File: src/rtl/psum_requant.sv
// psum_requant: per-lane group accumulation of kernel_mac outputs, then
// round / shift / ReLU / saturate to OP_WIDTH and queue in a small FIFO.
// Input is never backpressured; results that find the FIFO full are dropped.

// One lane: saturating group accumulator, last-beat stage register and the
// combinational requantizer that reads the stage register.
module psum_requant_lane #(
  parameter int OP_WIDTH  = 8,
  parameter int ACC_WIDTH = 20,
  parameter int SUM_WIDTH = 24,
  parameter int SHIFT_W   = 5
) (
  input  logic                 clk,
  input  logic                 rst,
  input  logic                 in_valid,
  input  logic                 in_last,
  input  logic                 accum,
  input  logic [ACC_WIDTH-1:0] psum,
  input  logic [SHIFT_W-1:0]   st_shift,
  input  logic                 st_relu,
  output logic [OP_WIDTH-1:0]  res
);
  // wide enough that the rounding constant for any shift cannot overflow
  localparam int RW = SUM_WIDTH + (1 << SHIFT_W) + 1;
  localparam logic signed [SUM_WIDTH-1:0] SMAX = {1'b0, {(SUM_WIDTH-1){1'b1}}};
  localparam logic signed [SUM_WIDTH-1:0] SMIN = {1'b1, {(SUM_WIDTH-1){1'b0}}};
  localparam logic signed [RW-1:0] OMAX = (RW'(1) << (OP_WIDTH-1)) - RW'(1);
  localparam logic signed [RW-1:0] OMIN = -(RW'(1) << (OP_WIDTH-1));

  logic signed [SUM_WIDTH-1:0] acc, stg, base, ext, sum_nxt;
  logic signed [SUM_WIDTH:0]   wide;
  logic signed [RW-1:0]        ext_r, rnd, shf;

  // first beat of a group starts from zero; later beats add to acc with clamp
  always_comb begin
    base    = accum ? acc : '0;
    ext     = SUM_WIDTH'($signed(psum));
    wide    = {base[SUM_WIDTH-1], base} + {ext[SUM_WIDTH-1], ext};
    sum_nxt = wide[SUM_WIDTH-1:0];
    if (wide[SUM_WIDTH] != wide[SUM_WIDTH-1])
      sum_nxt = wide[SUM_WIDTH] ? SMIN : SMAX;
  end

  // accumulate middle beats; the last beat's sum goes to the stage register
  always_ff @(posedge clk) begin
    if (rst) begin
      acc <= '0;
      stg <= '0;
    end else if (in_valid) begin
      if (in_last) stg <= sum_nxt;
      else         acc <= sum_nxt;
    end
  end

  // round-half-up arithmetic shift, optional ReLU, saturate to OP_WIDTH
  always_comb begin
    ext_r = RW'(stg);
    rnd   = '0;
    if (st_shift != '0) rnd = RW'(1) << (st_shift - SHIFT_W'(1));
    shf   = (ext_r + rnd) >>> st_shift;
    if (st_relu && shf < 0) shf = '0;
    if (shf > OMAX)      res = OMAX[OP_WIDTH-1:0];
    else if (shf < OMIN) res = OMIN[OP_WIDTH-1:0];
    else                 res = shf[OP_WIDTH-1:0];
  end
endmodule

module psum_requant #(
  parameter int OP_WIDTH   = 8,
  parameter int ACC_WIDTH  = 20,
  parameter int LANES      = 1,
  parameter int SUM_WIDTH  = 24,
  parameter int FIFO_DEPTH = 4,
  parameter int SHIFT_W    = 5
) (
  input  logic                                clk,
  input  logic                                rst,
  input  logic                                in_valid,
  input  logic                                in_last,
  input  logic [0:LANES-1][ACC_WIDTH-1:0]     in_psums,
  input  logic [SHIFT_W-1:0]                  cfg_shift,
  input  logic                                cfg_relu,
  output logic                                out_valid,
  input  logic                                out_ready,
  output logic [0:LANES-1][OP_WIDTH-1:0]      out_data,
  output logic [$clog2(FIFO_DEPTH):0]         fifo_count,
  output logic                                busy,
  output logic                                overflow
);
  localparam int AW = $clog2(FIFO_DEPTH);
  localparam int CW = AW + 1;

  typedef enum logic {IDLE, ACCUM} state_t;
  state_t state, state_nxt;

  logic                             st_vld, st_relu;
  logic [SHIFT_W-1:0]               st_shift;
  logic [0:LANES-1][OP_WIDTH-1:0]   st_res;

  logic [0:LANES-1][OP_WIDTH-1:0]   mem [FIFO_DEPTH];
  logic [AW-1:0]                    wptr, rptr;
  logic                             full, pop, push;

  // group state register
  always_ff @(posedge clk) begin
    if (rst) state <= IDLE;
    else     state <= state_nxt;
  end

  // enter ACCUM on a non-last beat, leave on the last beat; no timeout
  always_comb begin
    state_nxt = state;
    if (in_valid) state_nxt = in_last ? IDLE : ACCUM;
  end

  assign busy = (state == ACCUM);

  // stage valid and the cfg values that travel with the last beat
  always_ff @(posedge clk) begin
    if (rst) begin
      st_vld   <= 1'b0;
      st_shift <= '0;
      st_relu  <= 1'b0;
    end else begin
      st_vld <= in_valid & in_last;
      if (in_valid & in_last) begin
        st_shift <= cfg_shift;
        st_relu  <= cfg_relu;
      end
    end
  end

  for (genvar l = 0; l < LANES; l++) begin : g_lane
    psum_requant_lane #(
      .OP_WIDTH (OP_WIDTH),
      .ACC_WIDTH(ACC_WIDTH),
      .SUM_WIDTH(SUM_WIDTH),
      .SHIFT_W  (SHIFT_W)
    ) u_lane (
      .clk     (clk),
      .rst     (rst),
      .in_valid(in_valid),
      .in_last (in_last),
      .accum   (state == ACCUM),
      .psum    (in_psums[l]),
      .st_shift(st_shift),
      .st_relu (st_relu),
      .res     (st_res[l])
    );
  end

  assign out_valid = (fifo_count != '0);
  assign out_data  = mem[rptr];
  assign full      = (fifo_count == CW'(FIFO_DEPTH));
  assign pop       = out_valid & out_ready;
  // a full FIFO still accepts a push when the head leaves in the same cycle
  assign push      = st_vld & (~full | pop);

  // output FIFO; storage is cleared on reset so out_data reads 0 when empty
  always_ff @(posedge clk) begin
    if (rst) begin
      for (int i = 0; i < FIFO_DEPTH; i++) mem[i] <= '0;
      wptr       <= '0;
      rptr       <= '0;
      fifo_count <= '0;
      overflow   <= 1'b0;
    end else begin
      if (push) begin
        mem[wptr] <= st_res;
        wptr      <= wptr + AW'(1);
      end
      if (pop) rptr <= rptr + AW'(1);
      if (push && !pop)      fifo_count <= fifo_count + CW'(1);
      else if (pop && !push) fifo_count <= fifo_count - CW'(1);
      if (st_vld && !push) overflow <= 1'b1;
    end
  end
endmodule

File: config.mk
export PLATFORM = sky130hd
export DESIGN_NAME = psum_requant
export DESIGN_NICKNAME = d
export VERILOG_FILES = /design/src/rtl/psum_requant.sv
export SDC_FILE = /design/constraint.sdc
export NUM_CORES = 1
export LEC_CHECK = 0
export ABC_AREA = 1
export CORE_MARGIN = 1.5
export CORE_UTILIZATION = 40
export CTS_BUF_LIST = sky130_fd_sc_hd__clkbuf_8 sky130_fd_sc_hd__clkbuf_16
export DETAILED_ROUTE_END_ITERATION = 10
export PLACE_DENSITY_LB_ADDON = 0.2
export SLEW_MARGIN = 15
export SYNTH_ARGS = -nofsm -noshare
export SYNTH_HDL_FRONTEND = slang
export SYNTH_SLANG_ARGS = --single-unit
File: constraint.sdc
create_clock -name clk -period 13.7 [get_ports clk]
set_input_delay 2.74 -clock clk [delete_from_list [all_inputs] [get_ports clk]]
set_output_delay 2.74 -clock clk [all_outputs]
set_load 0.02 [all_outputs]
==> results of run 1 <==
## critical path: cells and delay by family (launching register included)
family / cells / cell delay, ns
AO/OA/AOI/OAI: 1 / 0.13
adder cells (fa/ha/maj): 2 / 0.42
buffers and inverters: 9 / 1.74
flip-flops: 1 / 0.31
AND/OR/NAND/NOR: 21 / 3.42
## placed cells by master (no fill, tap or decap), drive strengths merged, types with 2 or more instances in the layout
cell	n
o21ai	71
clkinvlp	3
nand3	428
conb	2
o21bai	4
clkdlybuf4s50	44
xnor2	4
nor2	202
dfxtp	66
o211ai	20
inv	299
o221ai	2
buf	13
nand2	648
fa	3
ha	58
edfxtp	32
a31oi	3
nand4	20
clkbuf	9
o22ai	10
clkinv	4
and2	3
a21oi	111
xor2	23
nor3	8
## metal layers
layer	part of all wire, %	vias up	track usage (%)
li1	-	6804	-
met1	48	5973	36.0
met2	43	477	40.1
met3	6.3	64	2.93
met4	2.8	0	8.12
met5	0	-	0
## state kept, by name, summed over array words and instances, names as in the netlist, 2 cells and up, named ones only
signal / count
g_lane.u_lane.acc: 24
st_shift: 5
fifo_count: 3
rptr: 2
mem: 32
wptr: 2
g_lane.u_lane.stg: 24
## through the flow
step | utilization [%] | cells | hold WS [ns] | cell area, um^2
after floorplan | - | 2107 | 0.436 | 11700
after global placement | 43.2 | 2467 | 0.451 | 12400
after detailed placement | 43.2 | 2467 | 0.467 | 12400
after CTS | 44.1 | 2483 | 0.482 | 12700
after global routing | 44.1 | 2483 | 0.498 | 12700
final | 44.1 | 2483 | 0.482 | 12700
## path summary, 6_finish.rpt
check | end | from | cells after the start
worst max register to register | mem[1][2] | st_shift[3] | 33
worst max-delay path | mem[1][2] | st_shift[3] | 33
worst min register to register | rptr[1] | rptr[1] | 2
worst min-delay path | rptr[1] | rptr[1] | 2
## kinds of logic (layout without fill, tap and decap cells)
kind of cell,after synthesis,after routing,share of synthesized area [%]
AND/OR/NAND/NOR,1312,1312,48.7
buffers and inverters,380,372,12.4
AO/OA/AOI/OAI,227,227,10.6
flip-flops,98,98,19.4
adder cells (fa/ha/maj),61,61,6.70
XOR/XNOR,27,27,2.02
other,2,2,0.0640
## area by class of cell
type	instances	area (um^2)
Inverter	299	1120
Multi-Input combinational cell	1629	8000
Tap cell	384	480
Clock buffer	9	225
Fill cell	3162	16100
Clock inverter	7	52.6
Sequential cell	98	2280
Timing Repair Buffer	57	538
## power groups by stage
| stage | clock [W] | combinational, W | sequential, W |
|---|---|---|---|
| after floorplan | 0 | 0.000306 | 0.000349 |
| after global placement | 0 | 0.000434 | 0.000357 |
| after detailed placement | 0 | 0.000435 | 0.000357 |
| after CTS | 0.000239 | 0.000437 | 0.000351 |
| after global routing | 0.000250 | 0.000493 | 0.000354 |
| final | 0.000236 | 0.000441 | 0.000351 |
==> impl_metrics.py, run 1 <==
metrics = {
    "status": {
        "status": "finished, final reports clean",
    },
    "worst_setup_path": {
        "rrSetupSlack_ns": 7.36,
        "crit_fanout": 60,
        "crit_arrival_ns": 6.41,
        "slowest_delay_ns": 0.69,
        "path_class": "flip-flop to flip-flop",
        "worst_path_most_repeated_cell": "nand2_1",
        "critical-path-slowest-cell": "nor2_2",
        "crit_required_ns": 13.77,
        "critPathCaptureType": "flip-flop",
        "cp-start-kind": "flip-flop",
    },
    "global_route": {
        "grt_pass1_vias": 12300,
        "antenna_found_initial": 0,
        "grt_pass1_wl_mm": 62.9,
        "grt_max_degree": 61,
        "overflow": 0,
        "grt_usage_pct": 25.4,
    },
    "cts": {
        "cts_sinks": 98,
        "clock_latency_ns": 0.34,
        "post-cts-setup-buffers": 0,
        "cts_root_buffer": "clkbuf_16",
        "tritoncts": "built",
        "numCtsBuffers": 9,
        "cts_resized": 0,
        "htreeDepth": 3,
        "clk_path_buf_depth": 2,
        "ctsHoldBuffers": 0,
        "cts.clk_slew.worst_paths_ns": 0.07,
    },
    "job": {
        "cap_violations": 0,
    },
    "pwr": {
        "power_frac_clock_pct": 23.0,
        "netSwitchingPower_w": 0.000425,
        "power.leakage_nw": 6.73,
        "power_w": 0.00103,
        "pwr_density_cell_nw_per_um2": 80.9,
        "ir_drop_mv": 0.107,
        "p_int_w": 0.000603,
        "switching_share_pct": 41.3,
        "p_seq_share_pct": 34.1,
        "combPwrFrac_pct": 42.9,
    },
    "drt": {
        "routed_via_density": 5.36,
        "drtIter0Drc": 1587,
        "num_vias": 13300,
        "wl_per_cell_um": 15.6,
        "dr.pass1.iters": 5,
        "drc": 0,
        "ant_nets": 0,
        "routed_wl_mm": 38.8,
    },
    "logic_synthesis": {
        "ys_top_cells_by_count": "nand2_1, nand3_1, inv_1",
        "ys_types": 46,
        "ys.flop_type": "dfxtp_1",
        "yosysMostFrequentCell": "nand2_1",
        "synth_area_leaders": "nand2_1, nand3_1, dfxtp_1",
        "yosysWarnings": 0,
        "synth_fp_nets": 2199,
        "synth-seq-cells": 98,
        "synthCells": 2107,
        "synth_area_um2": 11700,
        "synth_edf_count": 32,
        "synthArstFlopShare_pct": 0,
        "synth_seq_area_share_pct": 19.4,
        "synth_top_area_share_pct": 20.2,
        "synth_top_area_cell": "nand2_1",
        "postSynthAreaPerCell_um2": 5.57,
    },
    "place": {
        "hpwlAfterDp_mm": 30.5,
        "place.gp.congestion": 0.949,
        "post-place-ws_ns": 7.07,
        "portBuffers": 44,
    },
    "hold_path": {
        "min_path_type": "flip-flop to flip-flop",
    },
    "sta": {
        "fin_setup_tns_ns": 0,
        "fin_worst_skew_ns": 0.00827,
        "max_freq_mhz": 158,
        "setup_slack_ns": 7.36,
        "timing.final.crit_period_ns": 6.34,
        "fin_crit_sh_pct": 46.3,
        "rsz0062_at_grt": "false",
        "finalHoldViolations": 0,
        "finalMaxSlewViolations": 0,
        "relSlewSlack_pct": 33.2,
        "finalSetupViolations": 0,
        "worstMarginPinSlew_ns": 1.00,
    },
    "floorplanning": {
        "die_w_um": 174,
        "io-pin-count": 45,
        "std_cell_rows": 62,
        "core_area_um2": 28800,
        "start_util_pct": 40.8,
        "dieArea_um2": 30400,
        "die_height_um": 174,
    },
    "finish": {
        "final_nets": 2186,
        "diodes": 0,
        "syn2layout_area_growth_pct": 8.23,
        "layout-drive-gt1-share_pct": 4.19,
    },
}
(Power assumes the default switching activity.)
==> inputs of run 2 (changes only) <==
==> constraint.sdc (replaced) <==
create_clock -name clk -period 5.7 [get_ports clk]
set_input_delay 1.14 -clock clk [delete_from_list [all_inputs] [get_ports clk]]
set_output_delay 1.14 -clock clk [all_outputs]
set_load 0.02 [all_outputs]
==> run 2 against run 1 <==
  * Clock-buffer cell count is 1 higher
  * Critical path depth down 8
  * Global-route usage grew 0.80 points
  * Register-to-register slack worse by 6.9 ns
  * Final cell count increased by 0.28%
  * Clock skew up 0.0021 ns
  * Design area rose by 1.2%
  * Die area unchanged
  * Largest cell class unchanged
  * Largest power group unchanged
==> impl_metrics.py, run 2 (synthesized netlist as in run 1, its figures left out) <==
metrics = {
    "cts": {
        "numCtsBuffers": 9,
        "cts_sinks": 98,
        "cts_root_buffer": "clkbuf_16",
        "post-cts-setup-buffers": 0,
        "clk_path_buf_depth": 2,
        "clock_latency_ns": 0.35,
        "cts.clk_slew.worst_paths_ns": 0.07,
        "htreeDepth": 3,
        "cts_resized": 0,
        "tritoncts": "built",
        "ctsHoldBuffers": 0,
    },
    "finish": {
        "regMostFlops": "mem",
        "largest_register_ffs": 32,
        "n_fill_cell": 3180,
        "area.sequential_um2": 2280,
        "multi_input_comb_area_um2": 8080,
        "top_regs": "mem x32, g_lane.u_lane.acc x24, g_lane.u_lane.stg x24",
        "syn2layout_area_growth_pct": 9.48,
        "final_common_cell": "nand2_1",
        "diodes": 0,
        "finish.utilization_pct": 44.6,
        "final_nets": 2193,
        "mostFrequentLayoutCells": "nand2_1, nand3_1, inv_1",
        "layout-drive-gt1-share_pct": 4.70,
    },
    "hold_path": {
        "min_path_type": "flip-flop to flip-flop",
    },
    "pwr": {
        "p_seq_share_pct": 33.2,
        "ir_drop_mv": 0.300,
        "pwr_density_cell_nw_per_um2": 197,
        "power.leakage_nw": 6.81,
        "power_frac_clock_pct": 24.3,
        "combPwrFrac_pct": 42.5,
        "p_int_w": 0.00149,
        "switching_share_pct": 41.5,
        "netSwitchingPower_w": 0.00105,
    },
    "drt": {
        "wl_per_cell_um": 16.1,
        "ant_nets": 0,
        "drtIter0Drc": 1432,
        "routed_wl_mm": 40.1,
        "num_vias": 13500,
        "dr.pass1.iters": 9,
        "drc": 0,
        "routed_via_density": 5.44,
    },
    "sta": {
        "fin_worst_skew_ns": 0.0104,
        "rsz0062_at_grt": "false",
        "fin_crit_sh_pct": 91.8,
        "finalSetupViolations": 0,
        "relSlewSlack_pct": 45.9,
        "fin_setup_tns_ns": 0,
        "max_freq_mhz": 191,
        "finalMaxSlewViolations": 0,
        "worstMarginPinSlew_ns": 0.809,
        "timing.final.crit_period_ns": 5.23,
        "finalHoldViolations": 0,
    },
    "worst_setup_path": {
        "slowest_delay_ns": 0.45,
        "cp-start-kind": "flip-flop",
        "critPathCaptureType": "flip-flop",
        "critPathTopFamily": "simple AND/OR/NAND/NOR gates",
        "crit_required_ns": 5.78,
        "worst_path_most_repeated_cell": "nand2_1",
        "path_class": "flip-flop to flip-flop",
        "crit_fanout": 37,
        "crit_arrival_ns": 5.31,
        "critical-path-slowest-cell": "nor2_4",
        "path_buf_inv": 4,
    },
    "job": {
        "cap_violations": 0,
    },
    "global_route": {
        "grt_pass1_vias": 12400,
        "grt_usage_pct": 26.2,
        "overflow": 0,
        "grt_pass1_wl_mm": 64.1,
        "grt_max_degree": 60,
        "antenna_found_initial": 2,
    },
    "place": {
        "hpwlAfterDp_mm": 32.1,
        "place.gp.congestion": 0.995,
        "portBuffers": 44,
    },
    "floorplanning": {
        "io-pin-count": 45,
        "dieArea_um2": 30400,
        "std_cell_rows": 62,
        "die_height_um": 174,
        "core_area_um2": 28800,
        "start_util_pct": 40.8,
        "die_w_um": 174,
    },
    "status": {
        "status": "finished, final reports clean",
    },
}
run 2: cell count changes in the layout (fill, tap and decap cells not counted), moves of 2 or more:
cell | previous run | this run
buf_4 | 13 | 17
clkinv_4 | 0 | 2
nand3_1 | 413 | 411
nand3_4 | 1 | 6
run 2: final timing paths:
check,cells after the start,slack (ns),end,from
max,25,0.47,mem[0][4],st_shift[1]
min,2,0.46,overflow,overflow
max reg2reg,25,0.47,mem[0][4],st_shift[1]
min reg2reg,2,0.46,overflow,overflow
run 2: metrics by stage:
step | worst slack (ns) | std cells | instance area (um^2) | hold WS, ns | total power (W)
2_1_floorplan | 1.13 | 2107 | 11700 | 0.436 | 0.00157
3_3_place_gp | 0.529 | 2471 | 12500 | 0.438 | 0.00192
5_1_grt | 0.0587 | 2490 | 12800 | 0.474 | 0.00270
4_1_cts | 0.388 | 2487 | 12800 | 0.456 | 0.00253
3_5_place_dp | 0.417 | 2471 | 12500 | 0.443 | 0.00192
6_report | 0.470 | 2490 | 12800 | 0.458 | 0.00254
run 2: cell type report:
cell class / count / area share, %
clock buffers: 10 / 1.95
well taps: 384 / 3.74
multi-input cells: 1632 / 62.9
inverters: 299 / 8.74
flip-flops and latches: 98 / 17.8
clock inverters: 6 / 0.458
repair buffers: 61 / 4.42
run 2: power groups by stage:
| stage | combinational [W] | clock [W] | sequential [W] |
|---|---|---|---|
| after CTS | 0.00106 | 0.000626 | 0.000841 |
| after global placement | 0.00106 | 0 | 0.000856 |
| after floorplan | 0.000735 | 0 | 0.000839 |
| final | 0.00108 | 0.000616 | 0.000842 |
| after detailed placement | 0.00106 | 0 | 0.000856 |
| after global routing | 0.00120 | 0.000653 | 0.000850 |
run 2: worst min-delay path, stage by stage (launching register included):
cell	delay [ns]
dfxtp_1	0.32
inv_1	0.05
a21oi_1	0.05
run 2: routing by layer:
layer	GRT usage, %	share of wire, %
met4	7.44	2.3
met1	37.0	47
met2	41.7	43
met5	0	0.067
met3	3.41	6.9
